===== src/rtl/boot_pkg.sv =====
// rtl/boot_pkg.sv - shared state type and width helpers for the boot sequencer
package boot_pkg;

  typedef enum logic [1:0] {
    ST_HOLD,
    ST_RUN,
    ST_DONE,
    ST_ERR
  } boot_state_t;

  function automatic int stage_w(input int n);
    return (n > 1) ? $clog2(n) : 1;
  endfunction

  // Counter that must hold the value x itself; never narrower than one bit.
  function automatic int cnt_w(input int x);
    return (x > 0) ? $clog2(x + 1) : 1;
  endfunction

endpackage


===== src/rtl/boot_rx_router.sv =====
// rtl/boot_rx_router.sv - steers the UART byte handshake to the single owning stage
module boot_rx_router
  import boot_pkg::*;
#(
  parameter int NUM_STAGES = 3,
  parameter int STAGE_W    = 2
) (
  input  boot_state_t             i_mode,
  input  logic [STAGE_W-1:0]      i_owner,
  input  logic                    i_rx_valid,
  output logic                    o_rx_ready,
  output logic [NUM_STAGES-1:0]   o_client_valid,
  input  logic [NUM_STAGES-1:0]   i_client_ready
);

  always_comb begin
    o_client_valid = '0;
    o_rx_ready     = 1'b0;
    case (i_mode)
      ST_RUN, ST_DONE: begin
        o_client_valid[i_owner] = i_rx_valid;
        o_rx_ready              = i_client_ready[i_owner];
      end
      // Nobody owns the stream after a timeout, so bytes are drained and dropped.
      ST_ERR:  o_rx_ready = 1'b1;
      default: o_rx_ready = 1'b0;
    endcase
  end

endmodule


===== src/rtl/boot_sequencer.sv =====
// rtl/boot_sequencer.sv - ordered reset release of boot stages with rx ownership and timeout
module boot_sequencer
  import boot_pkg::*;
#(
  parameter int NUM_STAGES     = 3,
  parameter int HOLD_CYCLES    = 15,
  parameter int TIMEOUT_CYCLES = 0
) (
  input  logic                          clk,
  input  logic                          reset,
  input  logic                          restart_req,
  input  logic [NUM_STAGES-1:0]         stage_done,
  output logic [NUM_STAGES-1:0]         stage_reset,
  input  logic                          rx_valid,
  input  logic [7:0]                    rx_data,
  output logic                          rx_ready,
  output logic [NUM_STAGES-1:0]         client_rx_valid,
  output logic [7:0]                    client_rx_data,
  input  logic [NUM_STAGES-1:0]         client_rx_ready,
  output logic [stage_w(NUM_STAGES)-1:0] active_stage,
  output logic                          all_done,
  output logic                          timeout_err
);

  localparam int STAGE_W = stage_w(NUM_STAGES);
  localparam int HOLD_W  = cnt_w(HOLD_CYCLES);
  localparam int RUN_W   = cnt_w(TIMEOUT_CYCLES);

  localparam logic [NUM_STAGES-1:0] ALL_RESET  = '1;
  localparam logic [NUM_STAGES-1:0] RUN0_RESET = ALL_RESET << 1;
  localparam logic [STAGE_W-1:0]    FINAL_IDX  = STAGE_W'(NUM_STAGES - 1);
  localparam logic [STAGE_W-1:0]    LAST_RUN   = STAGE_W'(NUM_STAGES - 2);
  localparam logic [HOLD_W-1:0]     HOLD_INIT  = HOLD_W'(HOLD_CYCLES);
  localparam logic [RUN_W-1:0]      RUN_LAST   = RUN_W'(TIMEOUT_CYCLES - 1);

  boot_state_t            r_state;
  logic [HOLD_W-1:0]      r_hold_cnt;
  logic [RUN_W-1:0]       r_run_cnt;
  logic [NUM_STAGES-1:0]  r_stage_reset;
  logic [STAGE_W-1:0]     r_active_stage;
  logic                   r_all_done;
  logic                   r_timeout_err;

  logic                   w_done;
  logic [STAGE_W-1:0]     w_next_idx;

  assign w_done     = stage_done[r_active_stage];
  assign w_next_idx = r_active_stage + STAGE_W'(1);

  always_ff @(posedge clk or posedge reset) begin
    if (reset) begin
      r_state        <= ST_HOLD;
      r_hold_cnt     <= HOLD_INIT;
      r_run_cnt      <= '0;
      r_stage_reset  <= ALL_RESET;
      r_active_stage <= '0;
      r_all_done     <= 1'b0;
      r_timeout_err  <= 1'b0;
    end else if (restart_req) begin
      r_state        <= ST_HOLD;
      r_hold_cnt     <= HOLD_INIT;
      r_run_cnt      <= '0;
      r_stage_reset  <= ALL_RESET;
      r_active_stage <= '0;
      r_all_done     <= 1'b0;
      r_timeout_err  <= 1'b0;
    end else begin
      case (r_state)
        ST_HOLD: begin
          // Leaving on the 1->0 step gives exactly HOLD_CYCLES cycles in HOLD.
          if (r_hold_cnt <= HOLD_W'(1)) begin
            r_hold_cnt <= '0;
            r_run_cnt  <= '0;
            if (NUM_STAGES == 1) begin
              r_state        <= ST_DONE;
              r_stage_reset  <= '0;
              r_active_stage <= FINAL_IDX;
              r_all_done     <= 1'b1;
            end else begin
              r_state        <= ST_RUN;
              r_stage_reset  <= RUN0_RESET;
              r_active_stage <= '0;
            end
          end else begin
            r_hold_cnt <= r_hold_cnt - HOLD_W'(1);
          end
        end
        ST_RUN: begin
          if (w_done) begin
            r_run_cnt <= '0;
            if (r_active_stage == LAST_RUN) begin
              r_state        <= ST_DONE;
              r_stage_reset  <= '0;
              r_active_stage <= FINAL_IDX;
              r_all_done     <= 1'b1;
            end else begin
              r_active_stage            <= w_next_idx;
              r_stage_reset[w_next_idx] <= 1'b0;
            end
          end else if (TIMEOUT_CYCLES != 0) begin
            if (r_run_cnt == RUN_LAST) begin
              r_state       <= ST_ERR;
              r_stage_reset <= ALL_RESET;
              r_timeout_err <= 1'b1;
            end else begin
              r_run_cnt <= r_run_cnt + RUN_W'(1);
            end
          end
        end
        default: begin
          r_state <= r_state;
        end
      endcase
    end
  end

  boot_rx_router #(
    .NUM_STAGES (NUM_STAGES),
    .STAGE_W    (STAGE_W)
  ) u_router (
    .i_mode         (r_state),
    .i_owner        (r_active_stage),
    .i_rx_valid     (rx_valid),
    .o_rx_ready     (rx_ready),
    .o_client_valid (client_rx_valid),
    .i_client_ready (client_rx_ready)
  );

  assign client_rx_data = rx_data;
  assign stage_reset    = r_stage_reset;
  assign active_stage   = r_active_stage;
  assign all_done       = r_all_done;
  assign timeout_err    = r_timeout_err;

endmodule


===== config.mk =====
export PLATFORM = sky130hd
export DESIGN_NAME = boot_sequencer
export DESIGN_NICKNAME = d
export VERILOG_FILES = /design/src/rtl/boot_pkg.sv /design/src/rtl/boot_rx_router.sv /design/src/rtl/boot_sequencer.sv
export SDC_FILE = /design/constraint.sdc
export NUM_CORES = 1
export LEC_CHECK = 0
export ABC_CLOCK_PERIOD_IN_PS = 4250
export CAP_MARGIN = 5
export CORE_ASPECT_RATIO = 0.9
export CORE_MARGIN = 2
export CORE_UTILIZATION = 30
export CTS_BUF_LIST = sky130_fd_sc_hd__clkbuf_16
export DETAILED_ROUTE_END_ITERATION = 16
export PLACE_DENSITY = 0.58
export SYNTH_ARGS = -nofsm -noshare
export SYNTH_HDL_FRONTEND = slang
export SYNTH_HIERARCHICAL = 1
export SYNTH_SLANG_ARGS = --single-unit

===== constraint.sdc =====
create_clock -name clk -period 4.25 [get_ports clk]
set_input_delay 0.6375 -clock clk [delete_from_list [all_inputs] [get_ports clk]]
set_output_delay 0.6375 -clock clk [all_outputs]
set_load 0.02 [all_outputs]

==> Word-level counts from Yosys, hierarchy flattened <==
Index checks and enable logic that the tools add are counted.
{ "totals": {"elab_cells": 66, "regBits": 12, "inputBits": 18} }
{ "op_classes": {"n_mux": 32, "n_reduce_logical": 12, "n_eq_ne": 7, "n_bitwise": 3, "order_cmp": 5, "add_sub_neg": 2} }
{ "ops": {"columns": ["op", "n"], "rows": [
  ["$mux 2", 8],
  ["$mux 3", 5],
  ["$mux 4", 3],
  ["$ne 3x3->1 const B", 3],
  ["$mux 1", 8],
  ["$pmux 2 s2", 2],
  ["$reduce_bool 2->1", 4],
  ["$and 3x3->3", 2],
  ["$lt 2x3->1 const B", 2],
  ["$pmux 3 s2", 1],
  ["$reduce_and 3->1", 2],
  ["$bmux 1 s2", 2],
  ["$demux 1 s2", 2],
  ["$eq 2x1->1 const B", 2],
  ["$eq 2x2->1 const B", 2],
  ["$ge 2x1->1 const B", 2],
  ["$le 4x1->1 const B", 1],
  ["$reduce_and 4->1", 1],
  ["$sub 4x1->4 const B", 1],
  ["$not 3->3", 1],
  ["$reduce_bool 3->1", 1],
  ["$add 2x1->2 const B", 1],
  ["$logic_and 1x1->1", 2],
  ["$logic_not 2->1", 1],
  ["other kinds (2)", 2]
]} }

==> Depth between registers and ports, before layout <==
{ "depth": {"ltp_word": 11, "depth_mapped": 6, "ltp_nobuf": 6} }

==> Modules after synthesis <==
The synthesis kept the hierarchy.
{ "by_module_without_submodules": {"columns": ["mod", "area_per_inst_um2", "seq_area_each_um2", "cells_each", "n_inst"], "rows": [
  ["boot_sequencer", 764.5, 309.0, 75, 1],
  ["boot_rx_router", 95.1, 0.0, 13, 1]
]} }

==> Worst setup path before layout <==
Ideal clock, no wire load.
{ "synth_path": {"path_kind": "reg-to-output", "start": "register r_state[0]", "end": "output client_rx_valid[2]", "slack_ns": 2.197, "required_time_ns": 3.612, "path_stages_with_launch": 5, "t_arrival_ns": 1.416, "path_buffers": 0, "cell_sequence": "dfrtp_1 > inv_1 > ha_1 > nand2_1 > nor3b_1"} }
{ "synth_via": {"elab_chain_cells": 3} }
{ "synth_lines": {"columns": ["element", "line", "rtl"], "rows": [
  ["start, declared", "boot_sequencer.sv:36", "boot_state_t r_state;"],
  ["start signal, assigned", "boot_sequencer.sv:111", "r_state <= r_state;"],
  ["$eq 2x1->1 / $eq 2x2->1 (equally long branches)", "boot_rx_router.sv:19", "case (i_mode)"],
  ["$reduce_or 2->1 *", "boot_rx_router.sv:19", null],
  ["$mux 3 *", "boot_rx_router.sv:19", null],
  ["end, declared", "boot_sequencer.sv:17", "output logic [NUM_STAGES-1:0] client_rx_valid,"]
]} }
Every way passes the cells marked *; elsewhere a longest branch is shown, timed or not.

==> Worst setup path in the final report <==
Same ends and word-level chain as after synthesis.

==> impl_metrics.sql <==
INSERT INTO impl_metrics (metric_group, metric, value, unit) VALUES
('critical_path', 'critical_path_class', 'reg -> out', ''),
('critical_path', 'required', '3.61', 'ns'),
('synthesis', 'synth_nets', '114', ''),
('sta', 'post-route-period-util', '0.642', ''),
('clock_network', 'clock_pin_slew_on_the_worst_setup_and_hold_paths', '0.04', 'ns'),
('sta', 'slew_headroom', '0.637', ''),
('critical_path', 'crit_slowest_cell', 'clkdlybuf4s50_1', ''),
('drt', 'route.detailed.wl_per_inst', '12.2', 'um'),
('global_route', 'gr-usage-all-layers', '0.122', ''),
('worst_hold_path', 'timing.hold.worst_path_depth', '2', ''),
('clock_network', 'cts-resized-gates', '0', ''),
('clock_network', 'clockRootBuffer', 'clkbuf_16', ''),
('cells_and_area', 'diode_insertion_count_for_antenna_repair', '0', ''),
('die', 'design.portCount', '37', ''),
('placed_design', 'placed_cells_incl_taps', '137', ''),
('placed_design', 'placement_stage_worst_setup_slack', '1.55', 'ns'),
('cells_and_area', 'area_growth_syn_to_layout', '28.8', '%'),
('clock_network', 'cts_made_buffers', '3', ''),
('synthesis', 'ys.warnings.count', '6', ''),
('sta', 'timing.final.ws_setup', '1.52', 'ns'),
('worst_hold_path', 'holdCritStartpoint', 'all_done', ''),
('sta', 'finalHoldViolations', '0', ''),
('die', 'core', '0.00275', 'mm^2'),
('run_status', 'run_status', 'finished, final reports clean', ''),
('die', 'fp.dieArea', '0.00331', 'mm^2'),
('global_route', 'grt_pass1_wl', '2920', 'um'),
('cells_and_area', 'post_route_cells_drive_above_1_share', '0.139', ''),
('synthesis', 'synth_top_flop_cell', 'dfstp_2', ''),
('clock_network', 'cts_hold_buffers', '0', ''),
('synthesis', 'synth.top_cells.by_count', '9 x buf_4, 9 x inv_1, 8 x ha_1', ''),
('die', 'chipWidth', '60.4', 'um'),
('drt', 'wl', '1730', 'um'),
('placed_design', 'gp_congestion', '0.732', ''),
('clock_network', 'cts.sinks', '12', ''),
('critical_path', 'critical-path-top-delay-family', 'buffers and inverters', ''),
('clock_network', 'cts_tree', 'built', ''),
('clock_network', 'htreeDepth', '1', ''),
('critical_path', 'path_cells', 'inv_1 -> ha_1 -> nand2_1 -> nor3b_1 -> clkdlybuf4s50_1', ''),
('drt', 'route.detailed.drc', '0', ''),
('critical_path', 'type_of_destination_of_the_critical_path', 'output pin', ''),
('clock_network', 'ctsLongestPathBuffers', '2', ''),
('die', 'floorplan.initialDensity', '0.313', ''),
('clock_network', 'clock_latency', '0.24', 'ns'),
('synthesis', 'synth.lib_cells_used.distinct', '32', ''),
('critical_path', 'worstReg2RegStart', 'r_hold_cnt[0]', ''),
('global_route', 'largest_net_degree_at_the_start_of_global_routing', '15', ''),
('power_and_ir_drop', 'power_density', '288', 'mW/mm^2'),
('synthesis', 'syn-mean-instance-area', '9.77', 'um^2'),
('cells_and_area', 'design_area', '0.00111', 'mm^2'),
('critical_path', 'critPathBufInv', '2', ''),
('sta', 'fmax', '366', 'MHz'),
('sta', 'worst_slew_pin_slew', '0.543', 'ns'),
('sta', 'sum_neg_setup_slack', '0', 'ns'),
('critical_path', 'max_stage_delay', '0.64', 'ns'),
('cells_and_area', 'share_of_the_core_filled_with_cells', '0.403', ''),
('synthesis', 'synth_top_area_frac', '0.214', ''),
('worst_hold_path', 'timing.hold.worst.class', 'reg -> reg', ''),
('critical_path', 'crit_path_start_kind', 'register', ''),
('sta', 'period_needed', '2.73', 'ns'),
('power_and_ir_drop', 'vdd.ir_drop.worst', '0.000168', 'V'),
('sta', 'grt_setup_unrepaired', 'no', ''),
('synthesis', 'post_synth_inst_count', '88', ''),
('drt', 'detail-route-antenna-nets', '0', ''),
('critical_path', 'timing.critical_path.fanout_max', '9', ''),
('power_and_ir_drop', 'power_leakage', '0.000452', 'uW'),
('global_route', 'overflow', '0', ''),
('clock_network', 'post-cts-setup-buffer-count', '0', ''),
('synthesis', 'ranking_of_synthesized_cells_by_area', 'dfstp_2 21%, dfrtp_1 15%, ha_1 12%', ''),
('cells_and_area', 'layout.filler_cells', '282', ''),
('drt', 'detailroute.via_count', '672', ''),
('die', 'die_h', '54.8', 'um');
per-layer routing:
layer / routed length, um / global-route usage / share of wire
met2: 719 / 0.179 / 0.42
met3: 157 / 0.0307 / 0.091
met5: 0 / 0 / 0
met4: 42 / 0.0761 / 0.024
met1: 807 / 0.160 / 0.47
layout make-up:
type                    instances  area, um^2  share of cell area
clock buffers                   3        75.1              0.0678
repair buffers                 19         190               0.172
multi-input cells              57         445               0.402
clock inverters                 1        3.75             0.00339
inverters                       9        33.8              0.0305
well taps                      40        50.0              0.0452
flip-flops and latches         12         309               0.279
power breakdown:
part           internal [uW]  total (uW)  switching (uW)  leakage (uW)
logic                   11.8        22.2            10.3      0.000266
clock network            124         174            50.6     0.0000423
registers                119         122            2.71      0.000144
cell usage in the layout (no fill, tap or decap), drive strengths merged:
cell type,instances
nand2b,3
mux2,1
inv,10
a21o,1
a21oi,5
nand3b,3
clkbuf,3
mux2i,3
or4,2
o31ai,2
clkdlybuf4s50,19
a211o,5
nor2,3
o21ai,1
nand3,1
nand2,2
dfrtp,5
nor4b,1
or2,1
nor3,3
a31oi,2
ha,8
o211ai,2
dfstp,7
conb,1
and3,1
a311oi,1
nor3b,4
nor2b,1
sequential cells by signal, summed over array words and instances, names as in the netlist:
| register | flops |
|---|---|
| r_hold_cnt | 4 |
| stage_reset | 3 |
| active_stage | 2 |
| r_state | 2 |
| all_done | 1 |
worst register-to-register path, cell delays in order (launching register included):
cell and delay, ns:
dfstp_2 0.56, inv_1 0.05, ha_1 0.21, nor2_1 0.14
nor3_2 0.09, o211ai_1 0.46, mux2i_1 0.25
logic make-up (layout without fill, tap and decap cells):
family                     Yosys count  in the layout  share of synthesized area
and+or+nand+nor                     25             25                      0.191
AOI/OAI and AO/OA                   19             19                      0.159
buffers and inverters               19             32                      0.122
DFF                                 12             12                      0.360
adders and majority gates            8              8                      0.116
muxes                                4              4                     0.0480
other                                1              1                    0.00436
through the flow:
step | power [uW] | hold WS, ns
after CTS | 321 | 0.525
after floorplan | 146 | 0.497
final | 319 | 0.525
after global placement | 145 | 0.513
after detailed placement | 146 | 0.517
after global routing | 328 | 0.560
worst max-delay path by stage:
stage	slack [ns]	start	cells after the start	end
finish	1.52	r_state[0]	5	client_rx_valid[2]
global route	1.40	r_state[0]	5	client_rx_valid[2]
CTS	1.51	r_state[0]	5	client_rx_valid[2]
detailed placement	1.55	rx_valid	4	client_rx_valid[2]
global placement	1.60	client_rx_ready[0]	5	rx_ready
floorplan	2.20	r_state[0]	4	client_rx_valid[2]
Power figures use the tool's default switching activity.
